--- src/rtl/int_ctrl_pkg.sv ---
// Shared types and constants for the interrupt controller.
// INTC_SYNC_EN adds a 2-flop synchronizer per interrupt line.
package int_ctrl_pkg;

  typedef enum logic [1:0] {
    ST_IDLE    = 2'd0,
    ST_REQ     = 2'd1,
    ST_SERVICE = 2'd2
  } state_e;

  localparam logic [31:0] DEF_VEC_BASE   = 32'h0000_0100;
  localparam logic [31:0] DEF_VEC_STRIDE = 32'h0000_0010;

`ifdef INTC_SYNC_EN
  localparam int SYNC_STAGES = 2;
`else
  localparam int SYNC_STAGES = 0;
`endif

  // Global-enable sits just above the mask bits in cfg_wd/cfg_rd.
  function automatic int gie_bit(input int n_int);
    return n_int;
  endfunction

endpackage

--- src/rtl/int_ctrl_edge_det.sv ---
// Per-line rising-edge detector, optional 2-flop synchronizer (INTC_SYNC_EN).
// The pulse is suppressed until the sample pipeline has refilled after reset.
module int_edge_det
  import int_ctrl_pkg::*;
(
  input  logic clk,
  input  logic rst,
  input  logic int_i,
  output logic pulse_o
);

  localparam logic [1:0] PRIME_N = 2'(SYNC_STAGES + 1);

  logic       samp;
  logic       hist_q, hist_d;
  logic [1:0] prime_q, prime_d;

`ifdef INTC_SYNC_EN
  logic [1:0] sync_q, sync_d;

  always_comb sync_d = {sync_q[0], int_i};

  always_ff @(posedge clk) begin
    if (rst) sync_q <= '0;
    else     sync_q <= sync_d;
  end

  assign samp = sync_q[1];
`else
  assign samp = int_i;
`endif

  // A line already high at reset release loads history without firing.
  always_comb begin
    hist_d  = samp;
    prime_d = (prime_q == PRIME_N) ? prime_q : prime_q + 2'd1;
  end

  assign pulse_o = (prime_q == PRIME_N) & samp & ~hist_q;

  always_ff @(posedge clk) begin
    if (rst) begin
      hist_q  <= 1'b0;
      prime_q <= '0;
    end else begin
      hist_q  <= hist_d;
      prime_q <= prime_d;
    end
  end

endmodule

--- src/rtl/int_ctrl.sv ---
// Vectored interrupt controller: edge-latched pending bits, fixed lowest-index
// priority, non-nesting IDLE/REQ/SERVICE handshake. Option macro: INTC_SYNC_EN.
module int_ctrl
  import int_ctrl_pkg::*;
#(
  parameter int          N_INT      = 4,
  parameter logic [31:0] VEC_BASE   = DEF_VEC_BASE,
  parameter logic [31:0] VEC_STRIDE = DEF_VEC_STRIDE,
  localparam int         IDW        = (N_INT > 1) ? $clog2(N_INT) : 1
) (
  input  logic             clk,
  input  logic             rst,
  input  logic [N_INT-1:0] INT,
  input  logic             cfg_we,
  input  logic [N_INT:0]   cfg_wd,
  output logic [N_INT:0]   cfg_rd,
  input  logic             irq_ack,
  input  logic             eret,
  output logic             irq,
  output logic [IDW-1:0]   irq_id,
  output logic [31:0]      irq_addr,
  output logic [N_INT-1:0] pending,
  output logic             in_service
);

  localparam int GIE = gie_bit(N_INT);

  state_e           state_q, state_d;
  logic [IDW-1:0]   id_q, id_d, win;
  logic [N_INT-1:0] pend_q, pend_d, edge_pulse, cand, clr;
  logic [N_INT:0]   cfg_q, cfg_d;

  for (genvar i = 0; i < N_INT; i++) begin : g_line
    int_edge_det u_edge (
      .clk    (clk),
      .rst    (rst),
      .int_i  (INT[i]),
      .pulse_o(edge_pulse[i])
    );
  end

  always_comb begin
    cand = pend_q & cfg_q[N_INT-1:0] & {N_INT{cfg_q[GIE]}};
    win  = '0;
    for (int i = N_INT - 1; i >= 0; i--) begin
      if (cand[i]) win = IDW'(i);
    end
  end

  // irq_id is only loaded on IDLE->REQ, so it stays frozen through REQ/SERVICE.
  always_comb begin
    state_d = state_q;
    id_d    = id_q;
    clr     = '0;
    case (state_q)
      ST_IDLE: begin
        if (|cand) begin
          state_d = ST_REQ;
          id_d    = win;
        end
      end
      ST_REQ: begin
        if (irq_ack) begin
          state_d = ST_SERVICE;
          clr     = N_INT'(1) << id_q;
        end
      end
      ST_SERVICE: begin
        if (eret) state_d = ST_IDLE;
      end
      default: state_d = ST_IDLE;
    endcase
    pend_d = (pend_q & ~clr) | edge_pulse;
    cfg_d  = cfg_we ? cfg_wd : cfg_q;
  end

  always_ff @(posedge clk) begin
    if (rst) begin
      state_q <= ST_IDLE;
      id_q    <= '0;
      pend_q  <= '0;
      cfg_q   <= '0;
    end else begin
      state_q <= state_d;
      id_q    <= id_d;
      pend_q  <= pend_d;
      cfg_q   <= cfg_d;
    end
  end

  assign irq        = (state_q == ST_REQ);
  assign in_service = (state_q == ST_SERVICE);
  assign irq_id     = id_q;
  assign irq_addr   = VEC_BASE + 32'(id_q) * VEC_STRIDE;
  assign pending    = pend_q;
  assign cfg_rd     = cfg_q;

endmodule

--- config.mk ---
export PLATFORM = sky130hd
export DESIGN_NAME = int_ctrl
export DESIGN_NICKNAME = d
export VERILOG_FILES = /design/src/rtl/int_ctrl_pkg.sv /design/src/rtl/int_ctrl_edge_det.sv /design/src/rtl/int_ctrl.sv
export SDC_FILE = /design/constraint.sdc
export NUM_CORES = 1
export LEC_CHECK = 0
export BUFFER_PORTS_ARGS = -buffer_cell sky130_fd_sc_hd__buf_2
export CORE_AREA = 2 2 55 57
export CTS_CLUSTER_SIZE = 28
export DETAILED_ROUTE_END_ITERATION = 16
export DIE_AREA = 0 0 57 59
export PLACE_DENSITY = 0.87
export RECOVER_POWER = 50
export SLEW_MARGIN = 10
export SYNTH_ARGS = -nofsm -noshare
export SYNTH_HDL_FRONTEND = slang
export SYNTH_SLANG_ARGS = --single-unit
--- constraint.sdc ---
create_clock -name clk -period 2.7 [get_ports clk]
set_input_delay 0.54 -clock clk [delete_from_list [all_inputs] [get_ports clk]]
set_output_delay 0.54 -clock clk [all_outputs]
set_load 0.05 [all_outputs]
Word-level counts from Yosys, hierarchy flattened
Cells that the tools add are included.
- input port bits: 14
- output and inout port bits: 45
- flip-flop bits (word level): 25
- word-level logic and storage cells: 58
- bitwise logic cells: 17
- shift operators: 1
- multiplexer cells: 10
- add/sub/neg operators: 5
- reduce and logical (&&, ||, !) cells: 4
- equal/unequal tests: 9
- operators by type and width (cell ; count):
    $mux 2 ; 7
    $and 4x4->4 ; 3
    $add 9x6->10 const A ; 1
    $eq 2x1->1 const B ; 5
    $add 2x1->2 const B ; 4
    $and 1x1->1 ; 8
    $mux 4 ; 2
    $ne 2x2->1 const B ; 3
    $pmux 2 s3 ; 1
    $not 1->1 ; 4
    $not 4->4 ; 1
    $or 4x4->4 ; 1
    $reduce_or 4->1 ; 1
    $shl 1x2->4 const A ; 1
    $reduce_and 3->1 ; 1
    $eq 2x2->1 const B ; 1
    $logic_not 2->1 ; 1
    $reduce_and 2->1 ; 1

Depth between registers and ports, before layout
Gate-level depths: netlist of run 1.
- depth in word-level cells: 6
- gate-level depth with buffers: 6
- gate-level depth less buffers: 6

Hierarchy
From an unflattened synthesis of run 1, not the netlist that was laid out.
- cells, all modules: 140
- area, all modules: 1275.0 µm²
- modules (own cells, without submodules) (module ; cells each ; instances ; seq. area each (µm²) ; area each (µm²)):
    int_ctrl ; 92 ; 1 ; 260.2 ; 809.5
    int_edge_det ; 12 ; 4 ; 60.1 ; 116.4

Least setup slack after synthesis of run 1
OpenSTA, ideal clock, no wires.
- path type: register to output
- from: reg id_q[1], in the netlist irq_id[1]
- to: out irq_id[1]
- cell stages (with the launch flop): 2
- data required time: 2.160 ns
- buffers on the path: 1
- path slack: 1.119 ns
- arrival time: 1.041 ns
- path through: dfxtp_1 > buf_4
- RTL lines (element ; RTL line ; RTL):
    start: declaration ; int_ctrl.sv:29 ; logic [IDW-1:0] id_q, id_d, win;
    start signal: assignment ; int_ctrl.sv:85 ; id_q <= id_d;
    end: declaration ; int_ctrl.sv:20 ; output logic [IDW-1:0] irq_id,
No word-level cell between the ends.

Final worst setup path of run 1
- from: reg state_q[0]
- to: out irq
- cells in the longest elaborated chain, start to end: 1
- RTL lines (element ; RTL line ; RTL):
    start: declaration ; int_ctrl.sv:28 ; state_e state_q, state_d;
    start signal: assignment ; int_ctrl.sv:84 ; state_q <= state_d;
    $eq 2x1->1 ; int_ctrl.sv:91 ; assign irq = (state_q == ST_REQ);
    end: declaration ; int_ctrl.sv:19 ; output logic irq,
No other way between the ends.

==> metrics, run 1 <==
status complete, no violations; Leak 0.662 nW; Net count, final 185; antenna violations before repair 0; Reg clk slew, reported paths 0.13 ns; wire per inst 10.0 um; Top Metal Used met4; Syn Inst Count 142; I/O pins 59; Yosys reg bits 25; clock root buffer clkbuf_4; slew margin rel. 28.5%; max-slew violations 0; Critical-path top delay cell dfxtp_1; Yosys warnings 0; pin count of the biggest net entering global routing 27; VDD IR max 0.360 mV; via count 884; reg2reg end pending[3]; RSZ-0062 raised after global routing false; I/O Buffers 28; Comb pwr share 39.8%; commonest non-fill, non-tap cell in the layout conb_1; CTS buffer count 3; WHS Path Cells 2; register area share after synthesis 38.8%; most frequent cells in the layout conb_1, buf_2, dfxtp_1; relative contribution of sequential cells to total power 45.6%; Initial Utilization 47.6%; Synth cell types 31; # setup viols final 0; Crit Path Class flop to primary output; first-pass GRT wire length 2.99 mm; FF-to-FF setup slack 1.49 ns; crit share post-route 69.5%; Routed WL 1.97 mm; tightest hold margin 0.443 ns; Mapped Area 0.00129 mm^2; area share of the largest cell type after synthesis 38.8%; sw frac 41.4%; CP bufs+invs 1; Worst Hold Class primary input to flop; layout cells sized above 1 22.3%; Max clock buf depth 2; crit path DAT 1.34 ns; DR vias/cell 4.49; setup slack after layout 0.825 ns; M1 WL 894 um; met3 WL 169 um; worst hold start INT[2]; CP cell instances nor2b_2 -> buf_2; CP delay by family, top flip-flops; post-route cell area 0.00133 mm^2; routability congestion estimate 0.814; final hold vios 0; FF-to-FF Start state_q[0]; GR Util All Layers 11.4%; reg2reg path depth 4; WHS Endpoint g_line[2].u_edge.hist_q; Starting DRT DRC Count 14; Post-CTS Setup Inserts 0; post-CTS sizing 0; P per Cell Area 817 mW/mm^2; Worst Setup SP state_q[0]; final std cells w/o fill 197; CP Capture Type primary output; # hold bufs at CTS 0; Overflow after GRT 0; CP max FO 7; post-route antenna net violation count 0; Filler cells 271; Die X 57 um; ant diodes 0; setup TNS 0 ns; Yosys top cell by area dfxtp_1; P_sw 0.000452 W; CTS sink cnt 25; Synth area leaders dfxtp_1, buf_4, nor2_1; area post-placement 0.00131 mm^2; met2 wire length 899 um; die height 59 um; mean area per synthesized cell 9.08 um^2; core area 0.00271 mm^2; Slew @ Worst Pin 1.07 ns; post-layout minimum cycle time 1.88 ns; vias in the first global route 751; DR pass1 iterations 4; CP peak stage delay 0.38 ns; Detail Placement HPWL 1.56 mm; Placed Instances 193; max frequency 533 MHz; Area growth syn-to-layout 3.50%; required time worst endpoint 2.16 ns; clock network fraction of design power 14.5%; critical path startpoint category flop; Layout Skew 0.0109 ns; internal power 0.000638 W; Max H-tree Level 1; total of max-cap violations 0; row cnt 19; pre-CTS setup slack 1.16 ns; CTS tree built; Worst-Skew Late Latency 0.31 ns; Post-route DRC 0; Die ar. 0.00336 mm^2
worst max path at each step:
stage | cells after the start | slack [ns] | end
finish | 2 | 0.82 | irq
floorplan | 1 | 1.12 | irq_id[1]
global placement | 2 | 1.19 | irq
global route | 2 | 0.73 | irq
detailed placement | 2 | 1.16 | irq
CTS | 2 | 0.80 | irq
logic make-up (layout without fill, tap and decap cells):
kind of cell / Yosys count / count (layout) / share of synthesized area [%]
AND/OR/NAND/NOR: 43 / 43 / 17.7
flip-flops: 25 / 25 / 38.8
multiplexers: 5 / 5 / 3.88
buffers and inverters: 40 / 36 / 21.7
AO/OA/AOI/OAI: 19 / 19 / 10.7
adder cells (fa/ha/maj): 4 / 4 / 3.88
XOR/XNOR: 4 / 4 / 2.72
other: 2 / 30 / 0.583
registers in the layout, summed over array words and instances (netlist names):
signal	cells
irq_id	2
g_line.u_edge.prime_q	8
cfg_rd	5
g_line.u_edge.hist_q	4
state_q	2
pending	4
layout make-up:
type	count	area (um^2)	share of cell area, %
Clock buffer	3	22.5	1.69
Clock inverter	1	5.00	0.375
Inverter	4	15.0	1.13
Multi-Input combinational cell	105	613	46.0
Sequential cell	25	500	37.5
Tap cell	31	38.8	2.91
Timing Repair Buffer	28	139	10.4
cells in the mapped netlist:
cell type / instances
nand2_1: 4
conb_1: 2
nand4b_1: 2
clkbuf_1: 1
nand2b_1: 1
nand2_4: 1
a21oi_1: 10
a22o_1: 2
inv_1: 4
buf_4: 32
a32o_1: 1
nor2b_1: 4
a211oi_2: 1
nor3b_2: 1
nor2_1: 22
xor2_1: 4
buf_6: 1
and2b_1: 2
buf_2: 2
a211oi_1: 1
nand4_1: 1
ha_1: 4
o21ai_0: 1
nand3b_1: 3
nand3_1: 1
o31ai_4: 1
o21ai_1: 1
mux2i_1: 5
dfxtp_1: 25
o21ai_2: 1
nor2b_2: 1
power by group through the flow:
stage / Sequential (W) / Clock, W / Combinational (W)
floorplan: 0.000553 / 0 / 0.000347
global placement: 0.000503 / 0 / 0.000417
detailed placement: 0.000507 / 0 / 0.000434
CTS: 0.000498 / 0.000167 / 0.000440
global route: 0.000506 / 0.000176 / 0.000484
finish: 0.000497 / 0.000158 / 0.000434
routing by layer:
metal / global-route usage [%] / vias up
met5: 0 / -
met4: 3.99 / 0
met3: 3.49 / 2
met2: 20.0 / 34
met1: 13.3 / 395
li1: - / 453
stage by stage:
| step | utilization [%] | total power (W) |
|---|---|---|
| after floorplan | - | 0.000901 |
| after global placement | 48.2 | 0.000921 |
| after detailed placement | 48.2 | 0.000940 |
| after CTS | 49.3 | 0.00110 |
| after global routing | 49.2 | 0.00117 |
| final | 49.2 | 0.00109 |
(Power assumes the default switching activity.)
==> run 2: changes to the inputs <==
Settings changed: CORE_AREA 2 2 55 57 to 2 2 56 58, DIE_AREA 0 0 57 59 to 0 0 58 60, PLACE_DENSITY 0.87 to 0.84.
Clock period 2.7 ns to 1.74 ns, I/O delays scaled along.
==> run 2 against run 1 <==
Against the previous run: sequential cell count did not move; sequential power rose by 56%; first-iteration DRC count fell by 14%; highest routed layer unchanged; setup slack got worse by 0.70 ns; hold slack got worse by 0.18 ns; die area rose by 3.5%; wire length rose by 1.1%; critical path depth did not move; final area rose by 0.84%; total power rose by 55%.
==> metrics, run 2 (same netlist as run 1, synthesis figures left out) <==
status complete, no violations; Worst-Skew Late Latency 0.31 ns; Detail Placement HPWL 1.60 mm; ant diodes 0; Initial Utilization 44.4%; total of max-cap violations 0; Net count, final 186; I/O pins 59; post-route antenna net violation count 0; crit share post-route 92.6%; P per Cell Area 1250 mW/mm^2; Max H-tree Level 1; sw frac 41.3%; total power 0.00168 W; RSZ-0062 raised after global routing false; routability congestion estimate 0.837; relative contribution of sequential cells to total power 46.1%; via count 894; final hold vios 0; core area 0.00290 mm^2; Placed Instances 196; Overflow after GRT 0; Comb pwr share 39.3%; Die ar. 0.00348 mm^2; Crit Path Class flop to primary output; antenna violations before repair 0; pin count of the biggest net entering global routing 22; Worst Hold Class primary input to flop; DR vias/cell 4.47; Layout Skew 0.00516 ns; die height 60 um; Area growth syn-to-layout 4.37%; vias in the first global route 769; row cnt 20; internal power 0.000989 W; Reg clk slew, reported paths 0.13 ns; setup TNS 0 ns; CP Capture Type primary output; most frequent cells in the layout conb_1, buf_2, dfxtp_1; commonest non-fill, non-tap cell in the layout conb_1; CP max FO 7; VDD IR max 0.566 mV; Reg with most FFs g_line.u_edge.prime_q; layout cells sized above 1 22.2%; CTS buffer count 3; setup slack after layout 0.128 ns; Die X 58 um; max-slew violations 0; first-pass GRT wire length 3.23 mm; Post-route DRC 0; wire per inst 9.98 um; post-layout minimum cycle time 1.61 ns; GR Util All Layers 12.2%; # setup viols final 0; final std cells w/o fill 200; max reg flops 8; pre-CTS setup slack 0.388 ns; clock network fraction of design power 14.6%; max frequency 621 MHz; Routed WL 2.00 mm; Leak 0.663 nW; clock root buffer clkbuf_4; I/O Buffers 28; Post-CTS Setup Inserts 0; Max clock buf depth 2; CTS sink cnt 25; Starting DRT DRC Count 12; critical path startpoint category flop; Slew @ Worst Pin 0.853 ns; required time worst endpoint 1.39 ns; DR pass1 iterations 4; slew margin rel. 43.1%; crit path DAT 1.26 ns; P_sw 0.000695 W; CTS tree built
-- run 2: changes by cell type in the layout (fill, tap and decap cells not counted), sizes merged --
cell	previous run	this run
clkbuf	4	5
-- run 2: path summary, 6_finish.rpt --
| kind | to | depth (start not counted) | slack, ns | startpoint |
|---|---|---|---|---|
| min | cfg_rd[2] | 3 | 0.26 | cfg_wd[2] |
| min reg2reg | pending[1] | 2 | 0.50 | g_line[1].u_edge.hist_q |
| max | irq | 2 | 0.13 | state_q[0] |
| max reg2reg | irq_id[0] | 4 | 0.62 | cfg_rd[4] |
-- run 2: area by class of cell --
type                       count  area (um^2)
clock buffer                   3         22.5
multi-input combinational    105          618
fill                         300         1560
clock inverter                 1         5.00
inverter                       4         15.0
timing repair buffer          29          143
tap                           33         41.3
sequential                    25          500
-- run 2: power groups by stage --
| stage | clock network (W) | registers (W) | logic, W |
|---|---|---|---|
| after floorplan | 0 | 0.000859 | 0.000539 |
| after global placement | 0 | 0.000784 | 0.000643 |
| after detailed placement | 0 | 0.000789 | 0.000672 |
| after CTS | 0.000260 | 0.000779 | 0.000672 |
| after global routing | 0.000279 | 0.000793 | 0.000741 |
| final | 0.000245 | 0.000777 | 0.000662 |
-- run 2: timing repair --
action,in CTS,in global routing
hold buffers,0,0
endpoints found under the hold margin,0,0
setup endpoints to repair,0,1
resized for setup,0,1
-- run 2: stage by stage --
| stage | hold WS [ns] | area [um^2] | utilization (%) |
|---|---|---|---|
| 2_1_floorplan | 0.420 | 1390 | - |
| 6_report | 0.260 | 1350 | 46.3 |
| 3_3_place_gp | 0.469 | 1320 | 45.4 |
| 5_1_grt | 0.251 | 1350 | 46.3 |
| 3_5_place_dp | 0.480 | 1320 | 45.4 |
| 4_1_cts | 0.245 | 1350 | 46.3 |
-- run 2: layer usage --
layer  global-route usage, %  part of all wire [%]
met2                    21.4                    51
met5                       0                     0
met3                    3.25                   7.4
met4                    5.98                  0.50
met1                    13.6                    42
-- run 2: critical path, cell delays in order, from the launching register on --
cell	delay, ns
dfxtp_1	0.39
nor2b_4	0.26
buf_2	0.30
